[config.mk]
export PLATFORM = sky130hd
export DESIGN_NAME = input_buffer_sequencer
export DESIGN_NICKNAME = d
export VERILOG_FILES = /design/src/rtl/input_buffer_sequencer.sv
export SDC_FILE = /design/constraint.sdc
export NUM_CORES = 1
export LEC_CHECK = 0
export ABC_AREA = 1
export CORE_UTILIZATION = 34
export DETAILED_ROUTE_END_ITERATION = 7
export PLACE_DENSITY = 0.87
export SKIP_CTS_REPAIR_TIMING = 1
export SLEW_MARGIN = 20
export SYNTH_ARGS = -nofsm -noshare
export SYNTH_HDL_FRONTEND = slang
export SYNTH_SLANG_ARGS = --single-unit
[constraint.sdc]
create_clock -name clk -period 1.38 [get_ports clk]
set_input_delay 0.276 -clock clk [delete_from_list [all_inputs] [get_ports clk]]
set_output_delay 0.276 -clock clk [all_outputs]
set_load 0.005 [all_outputs]
[src/rtl/input_buffer_sequencer.sv]
// Activation input buffer controller: optionally loads one input vector into the
// buffer, then replays it neuronFold times in synapse-fold order downstream.
module input_buffer_sequencer #(
    parameter int address_width       = 12,
    parameter int synopseFold         = 18,
    parameter int neuronFold          = 16,
    parameter int simd_width          = 32,
    parameter int binary_input_levels = 2,
    localparam int W   = simd_width * binary_input_levels,
    localparam int NFW = (neuronFold > 1) ? $clog2(neuronFold) : 1
) (
    input  logic                     clk,
    input  logic                     rst,
    input  logic                     start,
    input  logic                     load_en,
    input  logic                     in_valid,
    input  logic [W-1:0]             in_data,
    output logic                     in_ready,
    output logic                     buf_enable,
    output logic                     buf_rwEn,
    output logic [address_width-1:0] buf_address,
    output logic [W-1:0]             buf_wdata,
    output logic                     buf_wdrive,
    input  logic [W-1:0]             buf_rdata,
    input  logic                     buf_ready,
    output logic                     out_valid,
    output logic [W-1:0]             out_data,
    output logic                     out_sf_last,
    output logic                     out_frame_last,
    input  logic                     out_ready,
    output logic                     busy,
    output logic                     done,
    output logic [2:0]               dbg_state_o
);

    // Handshakes: a word moves on a cycle where valid and ready are both high;
    // once out_valid is raised, out_data and the last flags hold until accepted.
    typedef enum logic [2:0] {
        IDLE     = 3'd0,
        LOAD     = 3'd1,
        RD_REQ   = 3'd2,
        RD_WAIT  = 3'd3,
        OUT_HOLD = 3'd4,
        DONE     = 3'd5
    } state_e;

    localparam logic [address_width-1:0] SF_LAST = address_width'(synopseFold - 1);
    localparam logic [NFW-1:0]           NF_LAST = NFW'(neuronFold - 1);

    state_e                   state_q, state_d;
    logic [address_width-1:0] wr_ptr_q, wr_ptr_d;
    logic [address_width-1:0] sf_q, sf_d;
    logic [NFW-1:0]           nf_q, nf_d;
    logic [W-1:0]             out_data_q, out_data_d;

    always_ff @(posedge clk) begin
        if (rst) begin
            state_q    <= IDLE;
            wr_ptr_q   <= '0;
            sf_q       <= '0;
            nf_q       <= '0;
            out_data_q <= '0;
        end else begin
            state_q    <= state_d;
            wr_ptr_q   <= wr_ptr_d;
            sf_q       <= sf_d;
            nf_q       <= nf_d;
            out_data_q <= out_data_d;
        end
    end

    always_comb begin
        state_d     = state_q;
        wr_ptr_d    = wr_ptr_q;
        sf_d        = sf_q;
        nf_d        = nf_q;
        out_data_d  = out_data_q;
        in_ready    = 1'b0;
        buf_enable  = 1'b0;
        buf_rwEn    = 1'b1;
        buf_address = sf_q;
        buf_wdata   = '0;
        buf_wdrive  = 1'b0;

        case (state_q)
            IDLE: begin
                if (start) begin
                    state_d  = load_en ? LOAD : RD_REQ;
                    wr_ptr_d = '0;
                    sf_d     = '0;
                    nf_d     = '0;
                end
            end
            LOAD: begin
                in_ready    = 1'b1;
                buf_address = wr_ptr_q;
                if (in_valid) begin
                    buf_enable = 1'b1;
                    buf_rwEn   = 1'b0;
                    buf_wdata  = in_data;
                    buf_wdrive = 1'b1;
                    // Pointer stops at the last fold so it never addresses unused words.
                    if (wr_ptr_q == SF_LAST) begin
                        wr_ptr_d = '0;
                        state_d  = RD_REQ;
                    end else begin
                        wr_ptr_d = wr_ptr_q + 1'b1;
                    end
                end
            end
            RD_REQ: begin
                buf_enable = 1'b1;
                state_d    = RD_WAIT;
            end
            RD_WAIT: begin
                if (buf_ready) begin
                    out_data_d = buf_rdata;
                    state_d    = OUT_HOLD;
                end
            end
            OUT_HOLD: begin
                if (out_ready) begin
                    if (sf_q != SF_LAST) begin
                        sf_d    = sf_q + 1'b1;
                        state_d = RD_REQ;
                    end else begin
                        sf_d = '0;
                        if (nf_q != NF_LAST) begin
                            nf_d    = nf_q + 1'b1;
                            state_d = RD_REQ;
                        end else begin
                            state_d = DONE;
                        end
                    end
                end
            end
            DONE: begin
                nf_d    = '0;
                state_d = IDLE;
            end
            default: state_d = IDLE;
        endcase
    end

    assign out_valid      = (state_q == OUT_HOLD);
    assign out_data       = out_data_q;
    assign out_sf_last    = out_valid && (sf_q == SF_LAST);
    assign out_frame_last = out_sf_last && (nf_q == NF_LAST);
    assign busy           = (state_q != IDLE);
    assign done           = (state_q == DONE);
    assign dbg_state_o    = state_q;

endmodule

# Word level (Yosys, flattened, before mapping)
# Index checks and enable logic that the tools add are counted.
[classes]
reduce_logical = 12
mux = 30
add_sub_neg = 3
eq_ne = 17
[op_table]
columns = ["cell", "count"]
rows = [
  ["64-bit two-way mux", 2],
  ["12-bit two-way mux", 6],
  ["12-bit case mux with 2 select lines", 2],
  ["12-bit by 1-bit adder with 12-bit output (second input constant)", 2],
  ["12-bit by 5-bit equality test with 1-bit output (second input constant)", 2],
  ["3-bit two-way mux", 7],
  ["4-bit two-way mux", 4],
  ["3-bit case mux with 5 select lines", 1],
  ["12-bit by 5-bit != test with 1-bit output (second input constant)", 1],
  ["4-bit case mux with 3 select lines", 1],
  ["2-bit != test (second input constant)", 5],
  ["5-bit AND reduction", 2],
  ["3-bit by 2-bit equality test with 1-bit output (second input constant)", 2],
  ["3-bit equality test (second input constant)", 2],
  ["3-bit AND reduction", 2],
  ["3-bit nonzero test", 2],
  ["1-bit two-way mux", 5],
  ["4-bit by 1-bit adder with 4-bit output (second input constant)", 1],
  ["4-bit equality test (second input constant)", 1],
  ["2-bit by 1-bit != test with 1-bit output (second input constant)", 2],
  ["4-bit != test (second input constant)", 1],
  ["2-bit nonzero test", 2],
  ["3-bit by 1-bit equality test with 1-bit output (second input constant)", 1],
  ["3-bit zero test", 1],
  ["4 further kinds", 5],
]
[word_totals]
ff_bits = 95
input_bits = 135
output_inout_bits = 152

# Longest topological paths before layout
[depth]
ltp_word = 5
depth_mapped = 11

# Least setup slack after synthesis
# No wires, ideal clock.
[synth_path]
kind = "register to output"
from = "register state_q[1], in the netlist dbg_state_o[1]"
to = "output port buf_wdata[43]"
stages_incl_launch_ff = 6
setup_slack_ns = -0.088
t_required_ns = 1.104
arrival_time_ns = 1.192
path_cell_list = "dfxtp_1 nor2_1 nand2_1 buf_2 buf_2 nor2_1"
[synth_via]
elab_chain_cells = 2
[synth_rtl]
columns = ["element", "line_no", "text"]
rows = [
  ["start, declared", "50", "state_e state_q, state_d;"],
  ["start signal, assigned", "64", "state_q <= state_d;"],
  ["3-bit by 1-bit equality test with 1-bit output", "85", "case (state_q)"],
  ["64-bit two-way mux", "85", ""],
  ["end, declared", "22", "output logic [W-1:0] buf_wdata,"],
]
# Every way passes these cells.

# Worst setup path after layout
[layout_path]
from = "register state_q[1], in the netlist dbg_state_o[1]"
to = "output port buf_wdata[16]"
# The elaborated chain is that of the path after synthesis.

==> impl_metrics.prom <==
# TYPE chip_impl_metric gauge
chip_impl_info{name="outcome",value="finished, violations left"} 1
chip_impl_info{name="violations",value="setup timing"} 1
chip_impl_metric{name="seq_area_frac_synth",unit=""} 0.394
chip_impl_metric{name="r2r_cells",unit=""} 11
chip_impl_metric{name="die_x",unit="um"} 121
chip_impl_metric{name="layout-area-overhead-vs-synth",unit="%"} 135
chip_impl_metric{name="fin_util",unit=""} 0.817
chip_impl_metric{name="num_io_pins",unit=""} 287
chip_impl_metric{name="final_nets",unit=""} 1299
chip_impl_info{name="crit_type",value="reg -> out"} 1
chip_impl_metric{name="final.setup_skew",unit="ns"} 0.00842
chip_impl_metric{name="hold_violations",unit=""} 0
chip_impl_metric{name="worst_endpoint_required_time",unit="ns"} 1.10
chip_impl_metric{name="detailedRoute.firstIterationViolations",unit=""} 540
chip_impl_metric{name="fin_crit_sh",unit=""} 1.41
chip_impl_metric{name="io_buffer_count",unit=""} 286
chip_impl_info{name="path_cells",value="nor2_4 -> nand2_4 -> buf_6 -> buf_12 -> clkbuf_16 -> nor2_2 -> buf_2"} 1
chip_impl_metric{name="std_cell_rows",unit=""} 43
chip_impl_metric{name="worst_skew_pair.late_latency",unit="ns"} 0.35
chip_impl_metric{name="gr-usage-all-layers",unit=""} 0.246
chip_impl_info{name="mostFrequentLayoutCells",value="sky130_fd_sc_hd__nand2_1 (152), sky130_fd_sc_hd__clkdlybuf4s50_1 (131), sky130_fd_sc_hd__buf_4 (76), sky130_fd_sc_hd__dfxtp_1 (75), sky130_fd_sc_hd__dlymetal6s2s_1 (69)"} 1
chip_impl_metric{name="regToRegSetupSlack",unit="ns"} -0.42
chip_impl_metric{name="fillers",unit=""} 688
chip_impl_info{name="crit-reg2reg-launch",value="dbg_state_o[1]$_SDFFE_PP0P_"} 1
chip_impl_metric{name="cts-htree-levels",unit=""} 3
chip_impl_metric{name="timing.critical_path.fanout_max",unit=""} 8
chip_impl_metric{name="clock_path_buffers",unit=""} 2
chip_impl_info{name="critPathCapture",value="buf_wdata[16]"} 1
chip_impl_metric{name="slew_worst_pin",unit="ns"} 0.592
chip_impl_info{name="r2r_end",value="sf_q[8]$_SDFFE_PP0P_"} 1
chip_impl_info{name="dominantRegCellSynth",value="sky130_fd_sc_hd__dfxtp_1"} 1
chip_impl_metric{name="timing.critical_path.slowest_cell_delay",unit="ns"} 0.35
chip_impl_metric{name="timing.critical_path.arrival",unit="ns"} 1.67
chip_impl_metric{name="final.min_clock_period",unit="ns"} 1.94
chip_impl_metric{name="yosys.cell_types.count",unit=""} 28
chip_impl_metric{name="grt_antenna_before_repair",unit=""} 3
chip_impl_metric{name="setup-violations-final",unit=""} 182
chip_impl_metric{name="fp.coreArea",unit="um2"} 13900
chip_impl_info{name="rsz_0062_raised_after_global_routing",value="true"} 1
chip_impl_metric{name="synth_fp_nets",unit=""} 903
chip_impl_info{name="tritoncts",value="done"} 1
chip_impl_metric{name="postLayoutSetupSlackWorst",unit="ns"} -0.563
chip_impl_metric{name="floorplan.die_area",unit="um2"} 14700
chip_impl_metric{name="initial_utilization",unit=""} 0.348
chip_impl_metric{name="netlist_area",unit="um2"} 4830
chip_impl_info{name="cp_startpoint",value="dbg_state_o[1]$_SDFFE_PP0P_"} 1
chip_impl_metric{name="static_leakage",unit="nW"} 5.47
chip_impl_metric{name="grt_pass1_vias",unit=""} 5996
chip_impl_metric{name="detail-route-antenna-nets",unit=""} 0
chip_impl_metric{name="cts.sinks",unit=""} 95
chip_impl_metric{name="post_route_cells_drive_above_1_share",unit=""} 0.496
chip_impl_metric{name="max_slew_margin",unit=""} 0.605
chip_impl_metric{name="cts_made_buffers",unit=""} 9
chip_impl_metric{name="setup-tns-final",unit="ns"} -61.74
chip_impl_metric{name="fp.dieH",unit="um"} 121
chip_impl_info{name="setup.worst_path.end_class",value="output port"} 1
chip_impl_metric{name="synth.ff_latch_count",unit=""} 95
chip_impl_metric{name="maxClockFrequency",unit="GHz"} 0.515
chip_impl_metric{name="global_route.overflow_total",unit=""} 0
chip_impl_metric{name="maxSlewViolCount",unit=""} 0
chip_impl_info{name="cts_root_buffer",value="sky130_fd_sc_hd__clkbuf_16"} 1
chip_impl_info{name="timing.critical_path.from_type",value="register"} 1
chip_impl_metric{name="largest_net_degree_at_the_start_of_global_routing",unit=""} 65
chip_impl_metric{name="power.density",unit="nW/um2"} 1330
chip_impl_metric{name="maxCapViolCount",unit=""} 0
chip_impl_metric{name="syn_area_per_cell",unit="um2"} 6.33
chip_impl_metric{name="postSynthCellCount",unit=""} 763
chip_impl_info{name="worst_hold_class",value="in -> reg"} 1
chip_impl_metric{name="gpl.final_weighted_congestion",unit=""} 0.869
chip_impl_metric{name="routed_wirelength",unit="mm"} 32.3
chip_impl_metric{name="synth_edf_count",unit=""} 0
chip_impl_info{name="crit_slowest_cell",value="sky130_fd_sc_hd__dfxtp_2"} 1
chip_impl_metric{name="dp_slack",unit="ns"} -0.566
chip_impl_metric{name="ys_async_sr_fraction",unit=""} 0
chip_impl_metric{name="grt_first_pass_wirelength",unit="mm"} 28.2
chip_impl_info{name="layout_commonest_cell",value="sky130_fd_sc_hd__nand2_1"} 1
chip_impl_metric{name="peak_supply_drop",unit="mV"} 0.929
chip_impl_metric{name="first_pass_iters",unit=""} 5
chip_impl_metric{name="ys_warn_count",unit=""} 0
chip_impl_metric{name="routed_wire_length_per_instance",unit="um"} 24.0
chip_impl_metric{name="routed-via-count",unit=""} 7726
chip_impl_metric{name="number_of_stages_on_the_worst_setup_path",unit=""} 7
chip_impl_info{name="path_delay_family",value="buffers and inverters"} 1
chip_impl_metric{name="detail_route.drc_violations",unit=""} 0
chip_impl_metric{name="dpl.hpwl",unit="mm"} 14.3
chip_impl_metric{name="cts.clk_slew.worst_paths",unit="ns"} 0.08
chip_impl_metric{name="detail_route.vias_per_cell",unit=""} 5.74
chip_impl_metric{name="timing.critical_path.buf_inv",unit=""} 4
## report_power, final
part / internal (mW) / total [mW] / switching, mW
Clock: 1.49 / 2.77 / 1.28
Combinational: 4.29 / 9.15 / 4.86
Sequential: 2.95 / 3.17 / 0.214
Total: 8.73 / 15.1 / 6.36
## cells by family (layout without fill, tap and decap cells)
kind of cell             count (synthesis)  after routing  share of synthesized area
AND/OR/NAND/NOR                        461            463                      0.399
AO/OA/AOI/OAI                          104            104                      0.109
adder cells (fa/ha/maj)                  5              5                     0.0130
XOR/XNOR                                 4              4                    0.00726
buffers and inverters                   94            493                     0.0777
other                                    0              3                          0
flip-flops                              95             95                      0.394
## layout make-up
| class | count | area [um2] | area share |
|---|---|---|---|
| diodes | 3 | 7.51 | 0.000662 |
| clock buffers | 10 | 239 | 0.0211 |
| clock inverters | 6 | 76.3 | 0.00673 |
| inverters | 48 | 198 | 0.0174 |
| multi-input cells | 576 | 4250 | 0.375 |
| flip-flops and latches | 95 | 1930 | 0.170 |
| well taps | 180 | 225 | 0.0199 |
| repair buffers | 429 | 4410 | 0.389 |
## stage by stage
| stage | instances | total power [mW] | instance area [um2] | hold slack, ns |
|---|---|---|---|---|
| 2_1_floorplan | 763 | 5.28 | 4840 | 0.441 |
| 4_1_cts | 1283 | 10.6 | 8800 | 0.293 |
| 3_5_place_dp | 1267 | 7.92 | 8480 | 0.451 |
| 3_3_place_gp | 1267 | 7.81 | 8480 | 0.446 |
| 5_1_grt | 1347 | 15.6 | 11300 | 0.387 |
| 6_report | 1347 | 15.1 | 11300 | 0.400 |
## registers in the layout (all words and copies together) (netlist names)
| register | flops |
|---|---|
| nf_q | 4 |
| wr_ptr_q | 12 |
| dbg_state_o | 3 |
| sf_q | 12 |
| out_data | 64 |
## routing by layer
layer | vias up | global-route usage | wire length (um)
met3 | 253 | 0.0869 | 3350
met1 | 3569 | 0.238 | 10100
met2 | 638 | 0.463 | 15800
met5 | - | 0 | 0
li1 | 3266 | - | -
met4 | 0 | 0.113 | 3010
## worst min path at each step
stage                     cells past startpoint                     endpoint  slack [ns]                 startpoint
after floorplan                               2    out_data[24]$_SDFFE_PP0P_        0.44              buf_rdata[24]
after global placement                        2    out_data[32]$_SDFFE_PP0P_        0.45  out_data[32]$_SDFFE_PP0P_
after detailed placement                      2    out_data[38]$_SDFFE_PP0P_        0.45  out_data[38]$_SDFFE_PP0P_
after CTS                                     4  dbg_state_o[1]$_SDFFE_PP0P_        0.29                  buf_ready
after global routing                          4  dbg_state_o[1]$_SDFFE_PP0P_        0.39                  buf_ready
final                                         4  dbg_state_o[1]$_SDFFE_PP0P_        0.40                  buf_ready
## worst min-delay path, stage by stage
cell and delay (ns):
sky130_fd_sc_hd__buf_2 0.20, sky130_fd_sc_hd__inv_1 0.08, sky130_fd_sc_hd__nand2_2 0.09, sky130_fd_sc_hd__a21oi_2 0.07
## cells in the mapped netlist (all sizes together) (2+ instances only)
cell type,n,area share
buf,14,0.015
o21ai,23,0.024
nor3,8,0.0093
nor3b,4,0.0062
clkbuf,32,0.025
xnor2,2,0.0036
nand2,234,0.18
nor2,116,0.094
a21oi,79,0.082
nand3,87,0.090
o21bai,2,0.0031
ha,5,0.013
inv,48,0.038
dfxtp,95,0.39
nand4,9,0.012
xor2,2,0.0036
No activity file was read; power rests on OpenSTA's default activity.
